### config.mk
export PLATFORM = sky130hd
export DESIGN_NAME = int_rs_issue_select
export DESIGN_NICKNAME = d
export VERILOG_FILES = /design/src/rtl/int_rs_types_pkg.sv /design/src/rtl/age_matrix_select.sv /design/src/rtl/int_rs_issue_select.sv
export SDC_FILE = /design/constraint.sdc
export NUM_CORES = 1
export LEC_CHECK = 0
export BUFFER_PORTS_ARGS = -buffer_cell sky130_fd_sc_hd__buf_4
export CORE_MARGIN = 3
export CORE_UTILIZATION = 41
export CTS_CLUSTER_SIZE = 28
export DETAILED_ROUTE_END_ITERATION = 10
export PLACE_DENSITY = 0.78
export SLEW_MARGIN = 5
export SYNTH_ARGS = -nofsm -noshare
export SYNTH_HDL_FRONTEND = slang
export SYNTH_SLANG_ARGS = --single-unit
### constraint.sdc
create_clock -name clk -period 3.3 [get_ports clk]
set_input_delay 0.495 -clock clk [delete_from_list [all_inputs] [get_ports clk]]
set_output_delay 0.495 -clock clk [all_outputs]
set_load 0.01 [all_outputs]
### src/rtl/int_rs_types_pkg.sv
// Shared types for the integer reservation station: default depth, entry packet, index type.
package int_rs_types_pkg;

    localparam int unsigned RsDepth = 8;

    typedef logic [$clog2(RsDepth)-1:0] rs_idx_t;

    typedef struct packed {
        logic [6:0] opcode;
        logic [5:0] rob_idx;
        logic [5:0] psrc1;
        logic [5:0] psrc2;
        logic [5:0] pdst;
        logic       src1_rdy;
        logic       src2_rdy;
    } int_rs_entry_t;

endpackage

### src/rtl/age_matrix_select.sv
// Age matrix over N RS entries plus oldest-requester select.
// age_q[i][j] = 1 means entry i is older than entry j.
module age_matrix_select #(
    parameter int unsigned N = 8
) (
    input  logic                 clk,
    input  logic                 rst,
    input  logic [N-1:0]         alloc_en,
    input  logic [N-1:0]         request,
    output logic [N-1:0]         oldest_oh,
    output logic [$clog2(N)-1:0] winner_idx
);

    localparam int unsigned IdxW = $clog2(N);

    logic [N-1:0][N-1:0] age_q, age_d;

    // Newly allocated entries become younger than everything else; ties go to the lower index.
    always_comb begin
        age_d = age_q;
        for (int i = 0; i < N; i++) begin
            for (int j = 0; j < N; j++) begin
                if (i == j) begin
                    age_d[i][j] = 1'b0;
                end else if (alloc_en[i] && alloc_en[j]) begin
                    age_d[i][j] = (i < j);
                end else if (alloc_en[i]) begin
                    age_d[i][j] = 1'b0;
                end else if (alloc_en[j]) begin
                    age_d[i][j] = 1'b1;
                end
            end
        end
    end

    always_ff @(posedge clk) begin
        if (!rst) begin
            age_q <= '0;
        end else begin
            age_q <= age_d;
        end
    end

    // Entry i wins when it is older than every other requester.
    always_comb begin
        oldest_oh = '0;
        for (int i = 0; i < N; i++) begin
            oldest_oh[i] = request[i]
                && ((~age_q[i] & request & ~(N'(1) << i)) == '0);
        end
    end

    always_comb begin
        winner_idx = '0;
        for (int i = 0; i < N; i++) begin
            if (oldest_oh[i]) begin
                winner_idx = IdxW'(i);
            end
        end
    end

endmodule

### src/rtl/int_rs_issue_select.sv
// Integer RS issue stage: oldest-first grant and a one-deep valid/ready issue register.
module int_rs_issue_select
    import int_rs_types_pkg::*;
#(
    parameter int unsigned RS_DEPTH   = RsDepth,
    parameter type         RS_ENTRY_T = int_rs_entry_t
) (
    input  logic                clk,
    input  logic                rst,
    input  logic                flush,
    input  logic [RS_DEPTH-1:0] alloc_en,
    input  logic [RS_DEPTH-1:0] request,
    input  RS_ENTRY_T           entry_fwd [RS_DEPTH],
    output logic [RS_DEPTH-1:0] grant,
    output logic                issue_valid,
    input  logic                issue_ready,
    output RS_ENTRY_T           issue_entry
);

    localparam int unsigned IdxW = $clog2(RS_DEPTH);

    logic [RS_DEPTH-1:0] oldest_oh;
    logic [IdxW-1:0]     winner_idx;
    logic                can_issue;
    logic                issue_valid_q, issue_valid_d;
    RS_ENTRY_T           issue_entry_q, issue_entry_d;

    age_matrix_select #(
        .N(RS_DEPTH)
    ) u_age (
        .clk        (clk),
        .rst        (rst),
        .alloc_en   (alloc_en),
        .request    (request),
        .oldest_oh  (oldest_oh),
        .winner_idx (winner_idx)
    );

    always_comb begin
        can_issue = !flush && rst && (!issue_valid_q || issue_ready);
        grant     = can_issue ? oldest_oh : '0;
    end

    // Grant reads pre-push entry content, so a same-cycle realloc still issues the old uop.
    always_comb begin
        issue_valid_d = issue_valid_q;
        issue_entry_d = issue_entry_q;
        if (flush) begin
            issue_valid_d = 1'b0;
        end else if (|grant) begin
            issue_valid_d = 1'b1;
            issue_entry_d = entry_fwd[winner_idx];
        end else if (issue_ready) begin
            issue_valid_d = 1'b0;
        end
    end

    always_ff @(posedge clk) begin
        if (!rst) begin
            issue_valid_q <= 1'b0;
            issue_entry_q <= '0;
        end else begin
            issue_valid_q <= issue_valid_d;
            issue_entry_q <= issue_entry_d;
        end
    end

    assign issue_valid = issue_valid_q;
    assign issue_entry = issue_entry_q;

endmodule

==> flow_summary_export.csv, run 1 <==
group,metric,value,unit
status,outcome,"completed",
drt,drc,0,
cells_and_area,final_area,0.00905,sq mm
worst_hold_path,hp-class,"input port to flip-flop",
global_route,antenna_found_initial,0,
sta,grt_setup_unrepaired,"no",
logic_synthesis,yosys_most_used_dff,"dfxtp_1",
die,die_w,130,um
logic_synthesis,synthesis.area,0.00625,sq mm
clocking,cts_tree,"built",
logic_synthesis,ys_seq_elements,90,
sta,setup_violations,0,
logic_synthesis,yosys.area.top_type,"dfxtp_1",
logic_synthesis,ys_top_cells_by_count,"98 x nor2_1, 90 x dfxtp_1, 66 x o21ai_0",
clocking,cts.clk_slew.worst_paths,0.07,ns
logic_synthesis,synthCells,703,
sta,worst_slew_pin_slew,0.793,ns
cells_and_area,seqCellArea,0.00180,sq mm
die,rows,44,
drt,routed_wl,27200,um
logic_synthesis,syn_area_per_cell,8.90,sq um
sta,drv_slew,0,
sta,timing.fmax,393,MHz
logic_synthesis,yosysMostFrequentCell,"nor2_1",
cells_and_area,area_growth_syn_to_layout,44.7,%
die,die_h,130,um
global_route,grt.total_usage,30.3,%
global_route,grt_overflow,0,
worst_setup_path,end_kind,"output pin",
worst_setup_path,cp.required,2.80,ns
cells_and_area,diodes,0,
sta,setup_tns,0,ns
worst_setup_path,criticalPathCategory,"input port to output pin",
worst_setup_path,cp-start-kind,"input port",
sta,post-route-period-util,77.1,%
clocking,clock_latency,0.36,ns
cells_and_area,multi_input_area,0.00397,sq mm
logic_synthesis,synth_cell_types,52,
job,cap_violations,0,
die,fp.coreArea,0.0148,sq mm
drt,route.vias.total,6912,
worst_setup_path,path_max_fanout,12,
logic_synthesis,synth_nets,987,
drt,postRouteAntennaNets,0,
logic_synthesis,synth.area.top_cells,"dfxtp_1 29%, a221oi_2 14%, nor2_1 5.9%",
clocking,cts_buffers,9,
cells_and_area,final_cell_count_no_fill,1182,
global_route,grt_pass1_vias,6420,
logic_synthesis,ys.warnings.count,0,
placement,routabilityCongestion,0.931,
clocking,cts_buffer_depth,2,
sta,clock_skew,0.00608,ns
clocking,ctsHtreeMaxLevel,3,
logic_synthesis,synth-seq-area-share,28.8,%
pwr,p_per_area,333,mW/mm^2
pwr,p_leak,4.32,nW
worst_setup_path,cp.arrival,2.05,ns
drt,drt_iter0_markers,622,
pwr,finalPower,3.02,mW
clocking,post_cts_buffers,0,
sta,hold_violations,0,
clocking,cts-hold-fix-buffers,0,
die,io_pins,326,
placement,portBuffers,325,
clocking,post_cts_resized,0,
placement,place_inst,1166,
cells_and_area,nFillCells,1321,
sta,slew_headroom,47.1,%
placement,dp_hpwl,20700,um
pwr,max-vdd-ir-drop,0.000408,V
logic_synthesis,synth_top_cell_area_share,28.8,%
drt,post_drt_wl_per_cell,23.0,um
global_route,grt_max_degree,69,
die,dieArea,0.0168,sq mm
logic_synthesis,synth_edf_count,0,
die,start_util,42.4,%
cells_and_area,nNetsFinal,1277,
clocking,clockRootBuffer,"clkbuf_16",
placement,place_area,0.00872,sq mm
clocking,clock_sinks,90,
drt,first_pass_iters,5,
global_route,grt_pass1_wl,38400,um
drt,via_per_inst,5.85,
cells_and_area,drive_above_1_share,45.9,%
logic_synthesis,async_flop_share,0,%
sta,fin_crit,2.54,ns
==> state kept, by name (all words and copies together), names as in the netlist <==
| signal | count |
|---|---|
| u_age.age_q | 56 |
| issue_entry | 33 |
| issue_valid | 1 |
==> cells by family (layout without fill, tap and decap cells) <==
family          after synthesis  after routing  share of synthesized area [%]
flops                        90             90                           28.8
mux                          33             33                           5.28
buf+inv                      78            373                           8.08
simple gates                250            250                           22.3
compound gates              252            252                           35.6
==> worst paths after layout <==
kind                   start              end  slack, ns  depth (start not counted)
max               request[4]         grant[7]       0.76                          7
min              alloc_en[7]  u_age.age_q[23]       0.42                          2
min reg2reg  u_age.age_q[32]  u_age.age_q[32]       0.46                          2
max reg2reg  u_age.age_q[52]  issue_entry[32]       0.81                          9
==> power by group <==
part | internal [mW] | switching [mW]
sequential | 1.14 | 0.0298
combinational | 0.370 | 0.294
clock | 0.682 | 0.502
==> cells in the final DEF (no fill, tap or decap), types with 6 or more instances in the layout <==
cell type / count
a21boi_0: 33
a221oi_1: 6
a221oi_2: 60
and3_1: 23
and3_2: 10
buf_12: 6
buf_4: 341
clkbuf_16: 9
dfxtp_1: 90
inv_1: 7
mux2i_1: 33
nand2b_1: 28
nor2_1: 98
nor2b_1: 26
nor3_1: 34
o2111ai_1: 6
o211ai_1: 33
o21a_1: 28
o21ai_0: 66
o22ai_1: 6
or2b_1: 6
==> layer usage <==
metal | wire [um] | GRT usage [%] | part of all wire [%] | up-vias
li1 | - | - | - | 3219
met5 | 0 | 0 | 0 | -
met3 | 2280 | 7.54 | 8.4 | 64
met2 | 13200 | 50.3 | 49 | 381
met4 | 973 | 11.7 | 3.6 | 0
met1 | 10700 | 37.9 | 39 | 3248
==> cell type report <==
cell class	count	share of cell area, %
timing repair buffer	347	29.6
clock inverter	7	1.20
tap	184	2.54
multi-input combinational	535	43.8
sequential	90	19.9
inverter	10	0.415
clock buffer	9	2.49
==> metrics by stage <==
| stage | utilization, % | worst slack [ns] | hold slack (ns) |
|---|---|---|---|
| after floorplan | - | 1.03 | 0.426 |
| after global placement | 59.1 | 0.489 | 0.439 |
| after detailed placement | 59.1 | 0.480 | 0.447 |
| after CTS | 61.3 | 0.761 | 0.410 |
| after global routing | 61.3 | 0.648 | 0.421 |
| final | 61.3 | 0.756 | 0.417 |
==> critical path: stages <==
cell,delay [ns]
buf_4,0.13
inv_1,0.18
o2111a_1,0.24
nand4_2,0.42
buf_4,0.36
nor2_1,0.09
buf_4,0.12
Power figures use the tool's default switching activity.
==> run 2, diff against run 1 <==
--- a/config.mk
+++ b/config.mk
@@ -10,7 +10,7 @@
 export CORE_UTILIZATION = 41
 export CTS_CLUSTER_SIZE = 28
 export DETAILED_ROUTE_END_ITERATION = 10
-export PLACE_DENSITY = 0.78
+export PLACE_DENSITY = 0.81
 export SLEW_MARGIN = 5
 export SYNTH_ARGS = -nofsm -noshare
 export SYNTH_HDL_FRONTEND = slang
==> constraint.sdc (replaced) <==
create_clock -name clk -period 2.15 [get_ports clk]
set_input_delay 0.3225 -clock clk [delete_from_list [all_inputs] [get_ports clk]]
set_output_delay 0.3225 -clock clk [all_outputs]
set_load 0.01 [all_outputs]
==> run 2 against run 1 <==
  * The flow now finishes with violations (setup timing)
  * Highest routed layer unchanged
  * Power increased by 54%
  * Worst setup slack got worse by 0.79 ns
  * Final cell count increased by 6.4%
  * Non-clock buffer count increased by 75
  * Clock skew increased by 0.0037 ns
  * Die area unchanged
  * Critical endpoint is now issue_entry[30]
  * Sequential cell count unchanged
  * Design area increased by 10%
  * Utilization increased by 6.1 points
==> flow_summary_export.csv, run 2 (synthesis results as in run 1) <==
group,metric,value,unit
placement,portBuffers,325,
clocking,cts-hold-fix-buffers,0,
sta,setup_tns,-0.0896,ns
cells_and_area,drive_above_1_share,51.5,%
cells_and_area,area_growth_syn_to_layout,59.1,%
pwr,p_leak,4.80,nW
pwr,finalPower,4.65,mW
clocking,cts_buffers,9,
status,violations,"setup timing",
die,dieArea,0.0168,sq mm
worst_setup_path,path_max_fanout,10,
die,io_pins,326,
clocking,cts.clk_slew.worst_paths,0.07,ns
worst_setup_path,max_stage_delay,0.31,ns
job,cap_violations,0,
global_route,grt_pass1_wl,39400,um
sta,fin_hold_ws,0.252,ns
sta,post-route-period-util,101,%
placement,routabilityCongestion,0.953,
cells_and_area,final_area,0.00995,sq mm
worst_setup_path,cpMaxStageDelayCell,"dfxtp_1",
clocking,clock_latency,0.36,ns
global_route,grt_pass1_vias,6840,
drt,post_drt_wl_per_cell,22.3,um
worst_setup_path,cp.arrival,2.44,ns
cells_and_area,diodes,0,
placement,dp_hpwl,21500,um
drt,routed_wl,28100,um
drt,drc,0,
drt,postRouteAntennaNets,0,
global_route,antenna_found_initial,0,
cells_and_area,largest_register_ffs,56,
die,fp.coreArea,0.0148,sq mm
pwr,max-vdd-ir-drop,0.000520,V
placement,place_inst,1232,
cells_and_area,regMostFlops,"u_age.age_q",
die,die_h,130,um
sta,setup_violations,6,
worst_setup_path,criticalPathCategory,"flip-flop to flip-flop",
sta,slew_headroom,51.1,%
worst_setup_path,crit_family,"simple AND/OR/NAND/NOR gates",
cells_and_area,final_cell_count_no_fill,1258,
sta,grt_setup_unrepaired,"yes",
cells_and_area,seqCellArea,0.00181,sq mm
clocking,ctsHtreeMaxLevel,3,
sta,clock_skew,0.00980,ns
die,start_util,42.4,%
clocking,cts_buffer_depth,2,
status,outcome,"finished with violations",
cells_and_area,final_common_cell,"buf_4",
sta,timing.fmax,459,MHz
placement,place_area,0.00936,sq mm
clocking,clockRootBuffer,"clkbuf_16",
global_route,grt_overflow,0,
worst_setup_path,cp.required,2.41,ns
worst_setup_path,end_kind,"flip-flop",
pwr,p_per_area,467,mW/mm^2
clocking,clock_sinks,90,
cells_and_area,multi_input_area,0.00408,sq mm
drt,drt_iter0_markers,624,
cells_and_area,nFillCells,1210,
die,die_w,130,um
drt,route.vias.total,7144,
sta,hold_violations,0,
sta,fin_crit,2.18,ns
worst_setup_path,cp-start-kind,"flip-flop",
global_route,grt_max_degree,69,
die,rows,44,
cells_and_area,final_cell_mix,"391 x buf_4, 98 x nor2_1, 86 x dfxtp_1, 62 x a221oi_2, 61 x o21ai_0",
sta,setup_ws,-0.0301,ns
clocking,cts_tree,"built",
global_route,grt.total_usage,31.0,%
drt,via_per_inst,5.68,
cells_and_area,nNetsFinal,1353,
drt,first_pass_iters,5,
worst_setup_path,crit_buf_inv,3,
sta,drv_slew,0,
sta,worst_slew_pin_slew,0.734,ns
worst_setup_path,worstPathCellList,"nand2b_1, o2111a_1, and4_4, buf_4, or2_4, nor3_4, buf_12, buf_12, a221oi_2, a221oi_2",
worst_hold_path,hp-class,"input port to flip-flop",
==> run 2: cell count changes in the layout (fill, tap and decap cells not counted), sizes merged <==
cell,delta
clkbuf,+1
inv,+1
buf,+74
and2,+1
bufinv,-1
==> run 2: what timing repair did <==
| item | in CTS | in global routing |
|---|---|---|
| setup buffers | 3 | 4 |
| gates resized for setup | 19 | 22 |
| pin swaps | 5 | 5 |
| gates cloned | 3 | 1 |
| endpoints found under the setup margin | 34 | 36 |
==> run 2: cell type report <==
type / instances / share of cell area (%)
Clock buffer: 9 / 2.26
Clock inverter: 7 / 0.930
Inverter: 10 / 0.377
Multi-Input combinational cell: 536 / 41.0
Sequential cell: 90 / 18.2
Tap cell: 184 / 2.31
Timing Repair Buffer: 422 / 35.0
==> run 2: through the flow <==
| stage | utilization [%] | setup WS (ns) |
|---|---|---|
| finish | 67.4 | -0.0301 |
| global route | 67.4 | -0.168 |
| CTS | 66.8 | -0.0166 |
| detailed placement | 63.4 | -0.259 |
| global placement | 63.4 | -0.222 |
| floorplan | - | 0.0514 |
==> run 2: final timing paths <==
check,start,endpoint,slack [ns],cells past startpoint
hold / removal,alloc_en[7],u_age.age_q[39],0.25,2
setup reg to reg,u_age.age_q[32],issue_entry[30],-0.03,10
setup / recovery,u_age.age_q[32],issue_entry[30],-0.03,10
hold reg to reg,u_age.age_q[50],u_age.age_q[50],0.46,2
==> run 2: where the power goes <==
part | switching [mW] | internal, mW
sequential | 0.0487 | 1.75
clock | 0.774 | 0.937
combinational | 0.491 | 0.653
total | 1.31 | 3.34
==> run 2: routing by layer <==
layer / global-route usage [%] / wire (um)
met5: 0 / 0
met2: 51.7 / 13600
met4: 14.8 / 1450
met3: 7.67 / 2170
met1: 37.5 / 10800
==> run 2: worst reg2reg max path, delay by kind of cell, from the launching register on <==
family | cells | cell delay, ns
AND/OR/NAND/NOR | 4 | 0.79
AO/OA/AOI/OAI | 3 | 0.51
buffers and inverters | 3 | 0.50
flip-flops | 1 | 0.31
